===== config.mk =====
export PLATFORM = sky130hd
export DESIGN_NAME = map_reveal
export DESIGN_NICKNAME = d
export VERILOG_FILES = /design/src/rtl/map_reveal_pkg.sv /design/src/rtl/map_reveal_index_stack.sv /design/src/rtl/map_reveal.sv
export SDC_FILE = /design/constraint.sdc
export NUM_CORES = 1
export LEC_CHECK = 0
export ABC_CLOCK_PERIOD_IN_PS = 8900
export BUFFER_PORTS_ARGS = -buffer_cell sky130_fd_sc_hd__clkbuf_2
export CORE_MARGIN = 5
export CORE_UTILIZATION = 35
export CTS_CLUSTER_SIZE = 10
export DETAILED_ROUTE_END_ITERATION = 8
export SLEW_MARGIN = 25
export SYNTH_ARGS = -nofsm -noshare
export SYNTH_HDL_FRONTEND = slang
export SYNTH_SLANG_ARGS = --single-unit

===== constraint.sdc =====
create_clock -name clk -period 8.9 [get_ports clk]
set_input_delay 1.78 -clock clk [delete_from_list [all_inputs] [get_ports clk]]
set_output_delay 1.78 -clock clk [all_outputs]
set_load 0.01 [all_outputs]

===== src/rtl/map_reveal_pkg.sv =====
// ============================================================================
// map_reveal_pkg : shared map geometry and cell encoding        rev 1.0
// ============================================================================
`default_nettype none

package map_reveal_pkg;

    localparam int MAP_WIDTH       = 8;
    localparam int MAP_HEIGHT      = 8;
    localparam int MAP_CELL_LENGTH = 4;
    localparam int IS_MINE         = 15;

    typedef logic [2:0] coord_t;

    function automatic int idx_of(input int x, input int y, input int width);
        return x + y * width;
    endfunction

endpackage

`default_nettype wire


===== src/rtl/map_reveal_index_stack.sv =====
// ============================================================================
// index_stack : DEPTH-deep LIFO of cell indices with synchronous clear  rev 1.0
// ============================================================================
`default_nettype none

module index_stack #(
    parameter int DEPTH = 64,
    parameter int IW    = 6
) (
    input  logic          clk,
    input  logic          rst_n,
    input  logic          clear,
    input  logic          push,
    input  logic          pop,
    input  logic [IW-1:0] push_data,
    output logic [IW-1:0] top,
    output logic          empty
);

    logic [IW-1:0] mem [DEPTH];
    logic [IW:0]   sp;
    logic [IW:0]   sp_dec;

    assign sp_dec = sp - (IW+1)'(1);
    assign empty  = (sp == '0);
    assign top    = empty ? '0 : mem[sp_dec[IW-1:0]];

    always_ff @(posedge clk or negedge rst_n) begin
        if (!rst_n) begin
            sp <= '0;
        end else if (clear) begin
            sp <= '0;
        end else if (push) begin
            sp <= sp + (IW+1)'(1);
        end else if (pop) begin
            sp <= sp_dec;
        end
    end

    // Storage needs no reset: entries above sp are never read.
    always_ff @(posedge clk) begin
        if (push && !clear) begin
            mem[sp[IW-1:0]] <= push_data;
        end
    end

endmodule

`default_nettype wire


===== src/rtl/map_reveal.sv =====
// ============================================================================
// map_reveal : click handling, flood-fill reveal mask, lose/win flags  rev 1.0
// ============================================================================
`default_nettype none

module map_reveal
    import map_reveal_pkg::*;
#(
    parameter int MAP_WIDTH  = map_reveal_pkg::MAP_WIDTH,
    parameter int MAP_HEIGHT = map_reveal_pkg::MAP_HEIGHT,
    parameter int CELL_LEN   = map_reveal_pkg::MAP_CELL_LENGTH,
    parameter int IS_MINE    = map_reveal_pkg::IS_MINE
) (
    input  logic                                   clk,
    input  logic                                   rst_n,
    input  logic                                   clear_i,
    input  logic [CELL_LEN*MAP_WIDTH*MAP_HEIGHT-1:0] map_i,
    input  logic                                   click_valid_i,
    input  logic [2:0]                             click_x_i,
    input  logic [2:0]                             click_y_i,
    output logic                                   click_ready_o,
    output logic [MAP_WIDTH*MAP_HEIGHT-1:0]        revealed_o,
    output logic                                   busy_o,
    output logic                                   hit_mine_o,
    output logic                                   win_o
);

    localparam int N  = MAP_WIDTH * MAP_HEIGHT;
    localparam int IW = $clog2(N);

    localparam logic [1:0] S_IDLE  = 2'd0;
    localparam logic [1:0] S_CHECK = 2'd1;
    localparam logic [1:0] S_POP   = 2'd2;
    localparam logic [1:0] S_SCAN  = 2'd3;

    logic [1:0]    state;
    coord_t        click_x;
    coord_t        click_y;
    logic [IW-1:0] cur;
    logic [2:0]    k;
    logic [N-1:0]  revealed;
    logic [N-1:0]  mine_mask;
    logic          hit_mine;
    logic          win;

    logic [CELL_LEN-1:0] cur_cell;
    logic [CELL_LEN-1:0] nb_cell;
    logic                click_oob;
    logic                cur_fresh;
    logic                nb_in_bounds;
    logic                nb_ok;
    logic [IW-1:0]       nb_idx;
    logic                push;
    logic                pop;
    logic [IW-1:0]       push_data;
    logic [IW-1:0]       stack_top;
    logic                stack_empty;
    int                  cx, cy, dx, dy, nx, ny;

    for (genvar i = 0; i < N; i++) begin : g_mine
        assign mine_mask[i] = (map_i[CELL_LEN*i +: CELL_LEN] == CELL_LEN'(IS_MINE));
    end

    // Neighbour order NW, N, NE, W, E, SW, S, SE; bounds are checked on
    // (x, y) so a step off column MAP_WIDTH-1 never wraps to the next row.
    always_comb begin
        cur_cell  = map_i[CELL_LEN*int'(cur) +: CELL_LEN];
        click_oob = (int'(click_x) >= MAP_WIDTH) || (int'(click_y) >= MAP_HEIGHT);
        cur_fresh = !click_oob && !revealed[cur];
        cx = int'(cur) % MAP_WIDTH;
        cy = int'(cur) / MAP_WIDTH;
        case (k)
            3'd0:    begin dx = -1; dy = -1; end
            3'd1:    begin dx =  0; dy = -1; end
            3'd2:    begin dx =  1; dy = -1; end
            3'd3:    begin dx = -1; dy =  0; end
            3'd4:    begin dx =  1; dy =  0; end
            3'd5:    begin dx = -1; dy =  1; end
            3'd6:    begin dx =  0; dy =  1; end
            default: begin dx =  1; dy =  1; end
        endcase
        nx = cx + dx;
        ny = cy + dy;
        nb_in_bounds = (nx >= 0) && (nx < MAP_WIDTH) && (ny >= 0) && (ny < MAP_HEIGHT);
        nb_idx  = nb_in_bounds ? IW'(idx_of(nx, ny, MAP_WIDTH)) : '0;
        nb_cell = map_i[CELL_LEN*int'(nb_idx) +: CELL_LEN];
        nb_ok   = nb_in_bounds && !revealed[nb_idx] && !mine_mask[nb_idx];

        push = ((state == S_CHECK) && cur_fresh && !mine_mask[cur] && (cur_cell == '0)) ||
               ((state == S_SCAN)  && nb_ok && (nb_cell == '0));
        pop       = (state == S_POP) && !stack_empty;
        push_data = (state == S_CHECK) ? cur : nb_idx;
    end

    index_stack #(
        .DEPTH (N),
        .IW    (IW)
    ) u_stack (
        .clk       (clk),
        .rst_n     (rst_n),
        .clear     (clear_i),
        .push      (push),
        .pop       (pop),
        .push_data (push_data),
        .top       (stack_top),
        .empty     (stack_empty)
    );

    always_ff @(posedge clk or negedge rst_n) begin
        if (!rst_n) begin
            state    <= S_IDLE;
            click_x  <= '0;
            click_y  <= '0;
            cur      <= '0;
            k        <= '0;
            revealed <= '0;
            hit_mine <= 1'b0;
            win      <= 1'b0;
        end else if (clear_i) begin
            state    <= S_IDLE;
            click_x  <= '0;
            click_y  <= '0;
            cur      <= '0;
            k        <= '0;
            revealed <= '0;
            hit_mine <= 1'b0;
            win      <= 1'b0;
        end else begin
            win <= win | (&(revealed | mine_mask));
            case (state)
                S_IDLE: begin
                    if (click_valid_i && click_ready_o) begin
                        click_x <= click_x_i;
                        click_y <= click_y_i;
                        cur     <= IW'(idx_of(int'(click_x_i), int'(click_y_i), MAP_WIDTH));
                        state   <= S_CHECK;
                    end
                end
                S_CHECK: begin
                    state <= S_IDLE;
                    if (cur_fresh) begin
                        revealed[cur] <= 1'b1;
                        if (mine_mask[cur]) begin
                            hit_mine <= 1'b1;
                        end else if (cur_cell == '0) begin
                            state <= S_POP;
                        end
                    end
                end
                S_POP: begin
                    if (stack_empty) begin
                        state <= S_IDLE;
                    end else begin
                        cur   <= stack_top;
                        k     <= '0;
                        state <= S_SCAN;
                    end
                end
                S_SCAN: begin
                    if (nb_ok) begin
                        revealed[nb_idx] <= 1'b1;
                    end
                    k <= k + 3'd1;
                    if (k == 3'd7) begin
                        state <= S_POP;
                    end
                end
                default: state <= S_IDLE;
            endcase
        end
    end

    assign click_ready_o = (state == S_IDLE) && !hit_mine && !win;
    assign busy_o        = (state != S_IDLE);
    assign revealed_o    = revealed;
    assign hit_mine_o    = hit_mine;
    assign win_o         = win;

endmodule

`default_nettype wire


==> impl_metrics.env <==
export IMPL_cts_buffers=54
export IMPL_fin_area_mm2=0.0305
export IMPL_fmax_ghz=0.127
export IMPL_grt_pass1_vias=22400
export IMPL_nNetsFinal=2696
export IMPL_finalCriticalPeriod_ns=7.89
export IMPL_die_w_um=282
export IMPL_ios=334
export IMPL_crit_top_cell="ha_1"
export IMPL_place_congestion=1.04
export IMPL_ys_warn_count=0
export IMPL_cp_slowest_stage_delay_ns=0.79
export IMPL_dr_pass1_iters=6
export IMPL_vias=22300
export IMPL_power_density_mw_per_mm2=211
export IMPL_fin_worst_skew_ns=0.0422
export IMPL_path_clk_slew_ns=0.06
export IMPL_fin_setup_tns_ns=0
export IMPL_synth_fp_nets=2408
export IMPL_cp_required_ns=9.16
export IMPL_syn_cell_area_mm2=0.0259
export IMPL_ant_nets=0
export IMPL_die_y_um=282
export IMPL_cts_buffer_depth=3
export IMPL_grt_pass1_wl_mm=164
export IMPL_drc=0
export IMPL_cp_arrival_ns=8.15
export IMPL_setup_viol=0
export IMPL_hold_violations=0
export IMPL_vdd_drop_max_mv=0.225
export IMPL_synth_yosys_seq_area_share_pct=52.7
export IMPL_place_area_mm2=0.0287
export IMPL_start_kind="flip-flop"
export IMPL_slew_viol_final=0
export IMPL_groute_usage_overall_pct=28.2
export IMPL_synthCells=2107
export IMPL_crit_fanout=17
export IMPL_synth_cell_types=80
export IMPL_tightest_slew_ns=1.10
export IMPL_synth_edff_count=384
export IMPL_p_leak_nw=10.2
export IMPL_cts_sinks=468
export IMPL_root_buffer="clkbuf_16"
export IMPL_cts_max_level=2
export IMPL_overflow=0
export IMPL_ctsResizeCount=0
export IMPL_grt_max_degree=71
export IMPL_hold_buffers=0
export IMPL_crit_type="reg2reg"
export IMPL_avgSynthCellArea_um2=12.3
export IMPL_n_fill_cell=6886
export IMPL_wirelength_mm=116
export IMPL_crit_slowest_cell="xnor2_1"
export IMPL_avgViaCountPerCell=6.61
export IMPL_area_delta_synth_final_pct=18.0
export IMPL_end_kind="flip-flop"
export IMPL_drive_gt1_share_pct=28.5
export IMPL_drv_cap=0
export IMPL_die_area_mm2=0.0795
export IMPL_synth_top_flop_cell="edfxtp_1"
export IMPL_start_util_pct=35.4
export IMPL_drt_iter0_drc=2742
export IMPL_cp_top_family="simple AND/OR/NAND/NOR gates"
export IMPL_outcome="finished clean"
export IMPL_final_cell_mix="edfxtp_1, clkbuf_2, nor2_1"
export IMPL_rows=99
export IMPL_grt_setup_unrepaired="no"
export IMPL_wl_per_cell_um=34.4
export IMPL_post_cts_buffers=0
export IMPL_core_mm2=0.0732
export IMPL_final_common_cell="edfxtp_1"
export IMPL_yosys_register_bits=468
export IMPL_async_flop_share_pct=17.9
export IMPL_cp_cell_sequence="inv_1 > ha_1 > mux2_4 > or2_4 > ha_1 > nor2_1 > nor2_1 > ha_1 > inv_1 > ha_1 > inv_1 > fa_1 > xor2_1 > xnor2_1 > nor2_1 > nand3_1 > o22a_1 > o221ai_1 > a2111oi_4 > o211ai_2 > nand2_1 > nand2_1 > buf_4 > nor3_1"
export IMPL_fin_crit_sh_pct=88.6
export IMPL_max_slew_margin_pct=26.5
export IMPL_tritoncts="done"
export IMPL_crit_buf_inv=4
export IMPL_dp_hpwl_mm=84.7
export IMPL_hp_class="reg2reg"
export IMPL_antenna_found_initial=1
export IMPL_clock_latency_ns=0.64
export IMPL_io_buffers=333
cell usage after synthesis (all sizes together) (5+ instances only):
master	n	area (um2)
nor2b	20	125
o311ai	7	61.3
o211ai	10	80.1
edfxtp	384	11500
mux2i	49	490
a221oi	9	78.8
nand3	51	255
or4	6	45.0
o41ai	6	52.6
o221ai	12	105
o31ai	8	60.1
a211o	5	43.8
o2111ai	5	43.8
o21ai	74	370
nand2b	13	81.3
a22oi	9	67.6
buf	49	201
a211oi	19	148
nand2	106	398
o32ai	6	52.6
nor2	169	634
a41oi	10	87.6
inv	48	180
nand4	56	350
or2	13	83.8
nor3	98	490
a21oi	116	581
a31oi	14	87.6
clkbuf	104	390
a2111oi	9	97.6
mux4	158	3560
xnor2	8	70.1
or3	13	81.3
a32oi	10	87.6
mux2	16	184
and4	23	201
a221o	5	50.1
ha	32	400
o22ai	129	807
and3	9	56.3
dfrtp	84	2100
nor4	75	469
cell type report:
class,count,area [um2],area share (%)
diodes,2,5.00,0.0164
clock buffers,72,1450,4.75
clock inverters,7,135,0.443
inverters,50,188,0.615
multi-input cells,1436,11800,38.7
flip-flops and latches,468,13600,44.7
well taps,959,1200,3.93
repair buffers,385,2110,6.90
final timing paths:
kind,start,end,slack [ns],cells past startpoint
setup / recovery,k[0],u_stack.mem[2][3],1.01,24
hold / removal,u_stack.sp[6],u_stack.sp[6],0.58,2
setup reg to reg,k[0],u_stack.mem[2][3],1.01,24
hold reg to reg,u_stack.sp[6],u_stack.sp[6],0.58,2
max in group asynchronous,rst_n,u_stack.sp[0],6.63,2
min in group asynchronous,rst_n,revealed_o[56],1.05,1
stage by stage:
step	total power [W]	setup WS, ns	utilization (%)	instances	hold WS, ns
floorplan	0.00364	2.14	-	2107	0.519
global placement	0.00439	1.51	39.2	3296	0.557
detailed placement	0.00441	1.13	39.3	3297	0.557
CTS	0.00641	1.12	41.4	3376	0.577
global route	0.00663	0.613	41.7	3377	0.626
finish	0.00643	1.01	41.7	3379	0.577
registers in the layout, summed over array words and instances (netlist names):
register,count
state,2
hit_mine_o,1
u_stack.mem,384
revealed_o,64
u_stack.sp,7
cur,6
win_o,1
k,3
cell families (layout without fill, tap and decap cells):
group           count (synthesis)  count (layout)  share of synthesized area [%]
flops                         468             468                           52.7
buf+inv                       203             514                           3.01
compound gates                493             493                           12.5
simple gates                  674             674                           13.3
mux                           223             223                           16.4
other cells                     0               2                              0
fa+ha+maj                      35              35                           1.78
xor+xnor                       11              11                          0.372
worst min-delay path: stages (launching register included):
cell and delay, ns:
dfrtp_1 0.37, o21a_1 0.13, nor3_1 0.04
where the power goes:
| group | total (W) | switching [W] | internal (W) |
|---|---|---|---|
| logic | 0.00201 | 0.00127 | 0.000733 |
| clock network | 0.00200 | 0.000841 | 0.00116 |
| registers | 0.00243 | 0.0000411 | 0.00239 |
| total | 0.00643 | 0.00215 | 0.00428 |
layer usage:
layer	up-vias	part of all wire (%)	GRT usage (%)	routed length (um)
met1	11100	36	34.3	41300
met3	388	10	5.88	12100
met5	-	0.015	0	17
met4	2	7.6	17.5	8810
met2	1725	47	46.2	54100
li1	9158	-	-	-
(Power assumes the default switching activity.)
